### src/rtl/fir_pkg.sv
// Shared widths, derived output format and FSM encoding for the serial-MAC FIR core.
// Latency: n/a (package only).
// Backpressure: n/a (package only).
package fir_pkg;

    // Default arithmetic format
    localparam int N_TAPS = 8;
    localparam int NB_X   = 8;
    localparam int NBF_X  = 6;
    localparam int NB_C   = 8;
    localparam int NBF_C  = 6;
    localparam int NB_G   = 4;

    // Full-precision output: product width plus guard bits, fraction is the sum of both
    localparam int NB_Y   = NB_X + NB_C + NB_G;
    localparam int NBF_Y  = NBF_X + NBF_C;

    typedef enum logic [1:0] {
        IDLE = 2'd0,
        MAC  = 2'd1,
        DONE = 2'd2
    } state_t;

    // Tap counter width; never narrower than one bit
    function automatic int tap_cnt_width(input int n_taps);
        return (n_taps <= 1) ? 1 : $clog2(n_taps);
    endfunction

endpackage

### src/rtl/fir_serial_mac_if.sv
// Sample-in / result-out bundle of the serial-MAC FIR core.
// Latency: n/a (wiring only).
// Backpressure: i_valid/o_ready on the input side; o_valid is a pulse with no ready.
//   i_coeffs : packed coefficients, c[k] = i_coeffs[k*NB_C +: NB_C]
//   i_data/i_valid/o_ready : input sample handshake
//   o_data/o_valid : filter result and its one-cycle qualifier
interface fir_serial_mac_if #(
    parameter int N_TAPS = fir_pkg::N_TAPS,
    parameter int NB_X   = fir_pkg::NB_X,
    parameter int NB_C   = fir_pkg::NB_C,
    parameter int NB_Y   = fir_pkg::NB_Y
) ();

    logic [N_TAPS*NB_C-1:0] i_coeffs;
    logic [NB_X-1:0]        i_data;
    logic                   i_valid;
    logic                   o_ready;
    logic [NB_Y-1:0]        o_data;
    logic                   o_valid;

    // Filter core side
    modport slave (
        input  i_coeffs,
        input  i_data,
        input  i_valid,
        output o_ready,
        output o_data,
        output o_valid
    );

    // Sample producer / result consumer side
    modport master (
        output i_coeffs,
        output i_data,
        output i_valid,
        input  o_ready,
        input  o_data,
        input  o_valid
    );

endinterface

### src/rtl/fir_delay_line.sv
// N_TAPS-deep sample shift register with one combinational indexed read port.
// Latency: shift visible one cycle after shift_en; read is combinational.
// Backpressure: none; shifts whenever shift_en is high.
//   core_clk, arst_n : clock, asynchronous active-low clear of all slots
//   shift_en, din    : push din into slot 0, oldest slot falls off the end
//   rd_idx, rd_dat   : rd_dat = slot[rd_idx] (slot k holds x[n-k])
module fir_delay_line #(
    parameter int N_TAPS = 8,
    parameter int NB_X   = 8,
    parameter int KW     = 3
) (
    input  logic            core_clk,
    input  logic            arst_n,
    input  logic            shift_en,
    input  logic [NB_X-1:0] din,
    input  logic [KW-1:0]   rd_idx,
    output logic [NB_X-1:0] rd_dat
);

    logic [NB_X-1:0] taps [N_TAPS];

    always_ff @(posedge core_clk or negedge arst_n) begin
        if (!arst_n) begin
            for (int i = 0; i < N_TAPS; i++) begin
                taps[i] <= '0;
            end
        end else if (shift_en) begin
            taps[0] <= din;
            for (int i = 1; i < N_TAPS; i++) begin
                taps[i] <= taps[i-1];
            end
        end
    end

    assign rd_dat = taps[rd_idx];

endmodule

### src/rtl/fir_serial_mac.sv
// Direct-form FIR computing one tap per clock through a single multiplier/accumulator.
// Latency: accept at edge 0 gives o_valid in cycle N_TAPS+1; one sample per N_TAPS+2 cycles.
// Backpressure: o_ready only in IDLE; no output backpressure, result must be taken on o_valid.
//   i_clock, i_reset_n : clock, asynchronous active-low reset
//   bus (slave)        : coefficients, sample handshake, result and its valid pulse
module fir_serial_mac #(
    parameter int N_TAPS = fir_pkg::N_TAPS,
    parameter int NB_X   = fir_pkg::NB_X,
    parameter int NB_C   = fir_pkg::NB_C,
    parameter int NB_G   = fir_pkg::NB_G,
    parameter int NB_Y   = NB_X + NB_C + NB_G
) (
    input  logic            i_clock,
    input  logic            i_reset_n,
    fir_serial_mac_if.slave bus
);

    import fir_pkg::*;

    localparam int            KW     = tap_cnt_width(N_TAPS);
    localparam int            NB_P   = NB_X + NB_C;
    localparam logic [KW-1:0] K_LAST = KW'(N_TAPS - 1);

    if ((N_TAPS < 2) || (N_TAPS > 16) || ((2 ** NB_G) < N_TAPS) || (NB_Y != NB_P + NB_G)) begin : g_bad_cfg
        $error("fir_serial_mac: illegal N_TAPS/NB_G/NB_Y combination");
    end

    state_t                 state;
    state_t                 state_nxt;
    logic [KW-1:0]          k;
    logic signed [NB_Y-1:0] acc;
    logic [NB_Y-1:0]        y_q;

    logic [NB_X-1:0]        x_k;
    logic [NB_C-1:0]        c_k;
    logic signed [NB_P-1:0] prod;
    logic signed [NB_Y-1:0] acc_sum;
    logic                   accept;

    // Sample capture happens only while ready, so MAC/DONE-time offers are dropped
    assign accept = (state == IDLE) && bus.i_valid;

    fir_delay_line #(
        .N_TAPS (N_TAPS),
        .NB_X   (NB_X),
        .KW     (KW)
    ) u_delay_line (
        .core_clk (i_clock),
        .arst_n   (i_reset_n),
        .shift_en (accept),
        .din      (bus.i_data),
        .rd_idx   (k),
        .rd_dat   (x_k)
    );

    assign c_k     = bus.i_coeffs[k*NB_C +: NB_C];
    assign prod    = $signed(x_k) * $signed(c_k);
    // Guard bits absorb the growth of N_TAPS products, so no saturation is needed
    assign acc_sum = acc + {{NB_G{prod[NB_P-1]}}, prod};

    always_ff @(posedge i_clock or negedge i_reset_n) begin
        if (!i_reset_n) begin
            state <= IDLE;
        end else begin
            state <= state_nxt;
        end
    end

    always_comb begin
        state_nxt   = state;
        bus.o_ready = 1'b0;
        bus.o_valid = 1'b0;
        case (state)
            IDLE: begin
                bus.o_ready = 1'b1;
                if (bus.i_valid) begin
                    state_nxt = MAC;
                end
            end
            MAC: begin
                if (k == K_LAST) begin
                    state_nxt = DONE;
                end
            end
            DONE: begin
                bus.o_valid = 1'b1;
                state_nxt   = IDLE;
            end
            default: begin
                state_nxt = IDLE;
            end
        endcase
    end

    always_ff @(posedge i_clock or negedge i_reset_n) begin
        if (!i_reset_n) begin
            acc <= '0;
            k   <= '0;
            y_q <= '0;
        end else begin
            case (state)
                IDLE: begin
                    if (bus.i_valid) begin
                        acc <= '0;
                        k   <= '0;
                    end
                end
                MAC: begin
                    acc <= acc_sum;
                    // Result is registered on the last tap so it is already stable
                    // throughout the DONE cycle that carries o_valid
                    if (k == K_LAST) begin
                        y_q <= acc_sum;
                    end else begin
                        k <= k + 1'b1;
                    end
                end
                default: begin
                end
            endcase
        end
    end

    assign bus.o_data = y_q;

endmodule

### src/flat_wrapper.sv
// flat-port wrapper written by rule: the top's interface ports become plain ports
module fir_serial_mac_flat import fir_pkg::*;
#(
    parameter int N_TAPS = fir_pkg::N_TAPS,
    parameter int NB_X   = fir_pkg::NB_X,
    parameter int NB_C   = fir_pkg::NB_C,
    parameter int NB_G   = fir_pkg::NB_G,
    parameter int NB_Y   = NB_X + NB_C + NB_G
)
  (i_clock, i_reset_n, bus_i_coeffs, bus_i_data, bus_i_valid, bus_o_ready, bus_o_data, bus_o_valid);
  fir_serial_mac_if #(.N_TAPS(N_TAPS), .NB_X(NB_X), .NB_C(NB_C), .NB_Y(NB_Y)) bus_i ();
  input  logic i_clock;
  input  logic i_reset_n;
  input wire logic [$bits(bus_i.i_coeffs)-1:0] bus_i_coeffs;
  input wire logic [$bits(bus_i.i_data)-1:0] bus_i_data;
  input wire logic [$bits(bus_i.i_valid)-1:0] bus_i_valid;
  output wire logic [$bits(bus_i.o_ready)-1:0] bus_o_ready;
  output wire logic [$bits(bus_i.o_data)-1:0] bus_o_data;
  output wire logic [$bits(bus_i.o_valid)-1:0] bus_o_valid;
  assign bus_i.i_coeffs = bus_i_coeffs;
  assign bus_i.i_data = bus_i_data;
  assign bus_i.i_valid = bus_i_valid;
  assign bus_o_ready = bus_i.o_ready;
  assign bus_o_data = bus_i.o_data;
  assign bus_o_valid = bus_i.o_valid;
  fir_serial_mac #(.N_TAPS(N_TAPS), .NB_X(NB_X), .NB_C(NB_C), .NB_G(NB_G), .NB_Y(NB_Y)) u_core (.i_clock(i_clock), .i_reset_n(i_reset_n), .bus(bus_i));
endmodule
### config.mk
export PLATFORM = sky130hd
export DESIGN_NAME = fir_serial_mac_flat
export DESIGN_NICKNAME = d
export VERILOG_FILES = /design/src/rtl/fir_pkg.sv /design/src/rtl/fir_serial_mac_if.sv /design/src/rtl/fir_delay_line.sv /design/src/rtl/fir_serial_mac.sv /design/src/flat_wrapper.sv
export SDC_FILE = /design/constraint.sdc
export NUM_CORES = 1
export LEC_CHECK = 0
export CAP_MARGIN = 0
export CORE_MARGIN = 2
export CORE_UTILIZATION = 49
export DETAILED_ROUTE_END_ITERATION = 10
export GPL_ROUTABILITY_DRIVEN = 1
export PLACE_DENSITY_LB_ADDON = 0.2
export SYNTH_ARGS = -nofsm -noshare
export SYNTH_HDL_FRONTEND = slang
export SYNTH_SLANG_ARGS = --single-unit
### constraint.sdc
create_clock -name i_clock -period 14.78 [get_ports i_clock]
set_clock_uncertainty 0.05 [all_clocks]
set_input_delay 2.956 -clock i_clock [delete_from_list [all_inputs] [get_ports i_clock]]
set_output_delay 2.956 -clock i_clock [all_outputs]
set_load 0.02 [all_outputs]
Word level (Yosys, flattened, before mapping)
Cells that the tools add are included.
{"block": "classes", "n_bitwise": 1, "addsub": 2, "n_eq_ne": 6, "n_mul": 1, "shifts": 1, "mux": 13, "reduce_logical": 7, "order_cmp": 1}
{"op": "64-bit by 7-bit indexed part select with 8-bit output", "count": 1}
{"op": "20-bit case mux with 2 select lines", "count": 1}
{"op": "8-bit binary-select mux with 3-bit select", "count": 1}
{"op": "20-bit adder", "count": 1}
{"op": "20-bit two-way mux", "count": 1}
{"op": "8-bit by 8-bit multiplier with 16-bit output", "count": 1}
{"op": "8-bit two-way mux", "count": 2}
{"op": "3-bit two-way mux", "count": 2}
{"op": "3-bit case mux with 2 select lines", "count": 1}
{"op": "2-bit AND reduction", "count": 3}
{"op": "4-bit >= comparator (second input constant)", "count": 1}
{"op": "2-bit two-way mux", "count": 2}
{"op": "2-bit inequality test (second input constant)", "count": 2}
{"op": "3-bit inverter with 4-bit output", "count": 1}
{"op": "2-bit case mux with 2 select lines", "count": 1}
{"op": "3-bit by 1-bit adder with 3-bit output (second input constant)", "count": 1}
{"op": "3-bit == test (second input constant)", "count": 1}
{"op": "3-bit AND reduction", "count": 1}
{"op": "2-bit by 1-bit == test with 1-bit output (second input constant)", "count": 1}
{"op": "2-bit == test (second input constant)", "count": 1}
{"op": "2-bit logical NOT", "count": 1}
{"op": "1-bit two-way mux", "count": 2}
{"op": "2-bit by 1-bit inequality test with 1-bit output (second input constant)", "count": 1}
{"op": "2-bit nonzero test", "count": 1}
{"op": "1-bit logical AND", "count": 1}
{"block": "word_totals", "output_inout_bits": 22, "word_cells": 44, "reg_bits": 109, "input_bits": 75}

Depth between registers and ports, before layout
{"block": "logic_depth", "word_depth": 7, "ltp_mapped": 31, "depth_no_buf": 29}

By module
From an unflattened synthesis, not the netlist that was laid out.
{"block": "unflattened", "hier_cells": 747, "area_unflattened_um2": 8468.1}
{"mod": "fir_serial_mac", "seq_area_each_um2": 1126.1, "cells_per_inst": 583, "area_each_um2": 5561.6, "n_inst": 1}
{"mod": "fir_delay_line", "seq_area_each_um2": 1601.5, "cells_per_inst": 164, "area_each_um2": 2906.5, "n_inst": 1}

Worst setup path before layout
Ideal clock, no wire load.
{"block": "synth_timing", "path_kind": "input-to-reg", "startpoint": "input port bus_i_coeffs[63]", "endpoint": "register u_core.y_q[18], in the netlist u_core.bus.o_data[18]", "required_time_ps": 14661, "n_path_buf": 0, "path_slack_ps": 5792, "arrival_ps": 8868, "stages": 24, "cell_sequence": "mux4_2 > mux2i_1 > nand2b_1 > fa_1 > fa_1 > inv_1 > fa_1 > inv_1 > fa_1 > inv_1 > ha_1 > a21oi_1 > o21bai_1 > a21oi_1 > o21ai_0 > a21o_1 > a21oi_1 > xnor2_1 > ha_1 > nand3_1 > a211oi_1 > nor4_2 > or4_1 > nand3_1"}
{"block": "synth_via", "elab_chain_len": 3}
{"item": "from (decl)", "line": "flat_wrapper.sv:14", "source": "input wire logic [$bits(bus_i.i_coeffs)-1:0] bus_i_coeffs;"}
{"item": "64-bit by 7-bit indexed part select with 8-bit output", "line": "fir_serial_mac.sv:56", "source": "assign c_k = bus.i_coeffs[k*NB_C +: NB_C];"}
{"item": "8-bit by 8-bit multiplier with 16-bit output", "line": "fir_serial_mac.sv:57", "source": "assign prod = $signed(x_k) * $signed(c_k);"}
{"item": "20-bit adder", "line": "fir_serial_mac.sv:59", "source": "assign acc_sum = acc + {{NB_G{prod[NB_P-1]}}, prod};"}
{"item": "to (signal assigned)", "line": "fir_serial_mac.sv:113", "source": "y_q <= acc_sum;"}
{"item": "to (decl)", "line": "fir_serial_mac.sv:32", "source": "logic [NB_Y-1:0] y_q;"}
Every way passes these cells.
A chain may end at the register's enable or synchronous reset.

Final worst setup path
{"block": "layout_timing", "startpoint": "input port bus_i_coeffs[32]", "endpoint": "register u_core.y_q[16], in the netlist u_core.bus.o_data[16]"}
Same word-level chain as after synthesis.

==> flow_summary.toml <==
[logic_synthesis]
ys_seq_elements = 109
synthesis.area_um2 = 8470
synth_edf_count = 0
synthFlopType = "dfrtp_1"
synthDistinctLibCells = 51
async_flop_share = 1.00
seq_area_frac_synth = 0.322
synthCells = 912
syn-num-nets = 1095
syn_avg_cell_area_um2 = 9.28
synth_warnings = 0

[cts]
cts_resized = 0
clock-root-buffer = "clkbuf_16"
cts_tree = "built"
clkLatencyLatePin_ns = 0.36
clock_path_buffers = 2
cts_inserted_buffers = 9
htreeDepth = 3
cts.clk_slew.worst_paths_ns = 0.08
cts_sinks = 109
hold_buffers = 0
post_cts_buffers = 0

[cells_and_area]
diodes = 0
final_cell_mix = "nand2_1, dfrtp_1, clkdlybuf4s50_1"
syn2layout_area_growth_pct = 17.3
nNetsFinal = 1176
fillers = 1542
final_common_cell = "nand2_1"
seq_area_um2 = 2730
drive_gt1_frac = 0.0862
fin_area_um2 = 9930
multi_input_area_um2 = 5240

[sta]
hold-worst-slack_ns = 0.422
rsz0062_at_grt = "no"
hold_violations = 0
slew_headroom = 0.281
period_share = 0.679
max_freq_mhz = 99.6
worst_slack_ns = 4.74
finalSetupViolCount = 0
period_minus_slack_ns = 10.04
worst_pin_slew_ns = 1.05
maxSlewViolCount = 0
fin_tns_setup_ns = 0

[global_routing]
grt_pass1_vias = 6242
grt_util_all_layers = 0.215
grt_remaining_overflow = 0
antenna_found_initial = 0
grt_pass1_wl_um = 30900
grt_max_degree = 84

[route]
wire_per_inst_um = 15.2
avgViaCountPerCell = 5.21
ant_nets = 0
routed_wl_um = 18600
dr_total_vias = 6374
first_pass_iters = 4
route.detailed.drc = 0
drt_iter0_drc = 299

[floorplanning]
core_area_um2 = 17100
die-area_um2 = 18300
std_cell_rows = 48
die_h_um = 135
top_level_ports = 97
die_x_um = 135
start_util = 0.495

[placed_design]
hpwl_um = 13900
placed_area_um2 = 9640
io_buffers = 96
place.gp.congestion = 0.893
dp_slack_ns = 4.44

[critical_path]
rr_startpoint = "u_core.k[0]"
critPathCaptureType = "flop"
cp-start-kind = "input pin"
crit_slowest_cell = "mux2i_1"
worstSetupPathType = "in2reg"
crit_buf_inv = 5
critPathLaunch = "bus_i_coeffs[32]"
cp.required_ns = 14.96
crit_family = "adder cells"
critPathMaxFanout = 8
crit_arrival_ns = 10.22
cpPeakStageDelay_ns = 0.83

[outcome]
status = "finished, final reports clean"

[worst_hold_path]
min_from = "u_core.u_delay_line.taps[3]"
hold_class = "reg2reg"

[run]
cap_violations = 0
sequential cells by signal (all words and copies together), names as in the netlist:
register                  cells
u_core.k                      3
u_core.bus.o_data            20
u_core.u_delay_line.taps     64
u_core.acc                   20
u_core.state                  2
path summary, 6_finish.rpt:
path | endpoint | slack, ns | depth (start not counted)
min in group asynchronous | u_core.u_delay_line.taps[43] | 2.56 | 1
hold reg to reg | u_core.u_delay_line.taps[3] | 0.42 | 2
max in group asynchronous | u_core.k[0] | 10.89 | 2
setup / recovery | u_core.bus.o_data[16] | 4.74 | 26
hold / removal | u_core.u_delay_line.taps[3] | 0.42 | 2
setup reg to reg | u_core.bus.o_data[16] | 6.70 | 25
cell families (layout without fill, tap and decap cells):
| family | Yosys count | after routing | synth area share |
|---|---|---|---|
| multiplexers | 54 | 54 | 0.111 |
| buffers and inverters | 130 | 216 | 0.0590 |
| flip-flops | 109 | 109 | 0.322 |
| XOR/XNOR | 29 | 29 | 0.0300 |
| AO/OA/AOI/OAI | 116 | 116 | 0.0847 |
| AND/OR/NAND/NOR | 366 | 366 | 0.183 |
| adder cells (fa/ha/maj) | 108 | 108 | 0.209 |
worst min-delay path: cells and delay by family (launching register included):
family | cells | cell delay, ns
flip-flops | 1 | 0.34
AND/OR/NAND/NOR | 2 | 0.10
per-layer routing:
| metal | global-route usage | routed length, um |
|---|---|---|
| met3 | 0.0352 | 666 |
| met2 | 0.360 | 9260 |
| met5 | 0 | 0 |
| met4 | 0.0579 | 314 |
| met1 | 0.294 | 8340 |
area by class of cell:
class / instances / share of cell area
Clock buffer: 10 / 0.0241
Clock inverter: 6 / 0.00517
Inverter: 94 / 0.0355
Multi-Input combinational cell: 673 / 0.528
Sequential cell: 109 / 0.275
Tap cell: 225 / 0.0284
Timing Repair Buffer: 106 / 0.104
cell usage after synthesis, drive strengths merged, types with 6 or more instances:
master / count / share of area
xnor2: 21 / 0.022
inv: 94 / 0.042
nand3: 23 / 0.014
clkbuf: 25 / 0.011
nor2: 62 / 0.027
fa: 56 / 0.13
o31ai: 6 / 0.0053
dfrtp: 109 / 0.32
nand2: 232 / 0.10
nor2b: 9 / 0.0067
buf: 11 / 0.0062
a21o: 11 / 0.0098
ha: 52 / 0.077
or2: 15 / 0.011
nand2b: 7 / 0.0052
xor2: 8 / 0.0083
a21oi: 26 / 0.016
o21ai: 45 / 0.027
mux2i: 20 / 0.024
mux4: 32 / 0.085
per-stage QoR:
step | utilization | cells
6_report | 0.580 | 1223
3_5_place_dp | 0.563 | 1207
3_3_place_gp | 0.563 | 1207
4_1_cts | 0.580 | 1223
5_1_grt | 0.580 | 1223
2_1_floorplan | - | 912
Power is not shown: default switching activity piles up to over one toggle a cycle in this logic, so the estimate is an artifact.
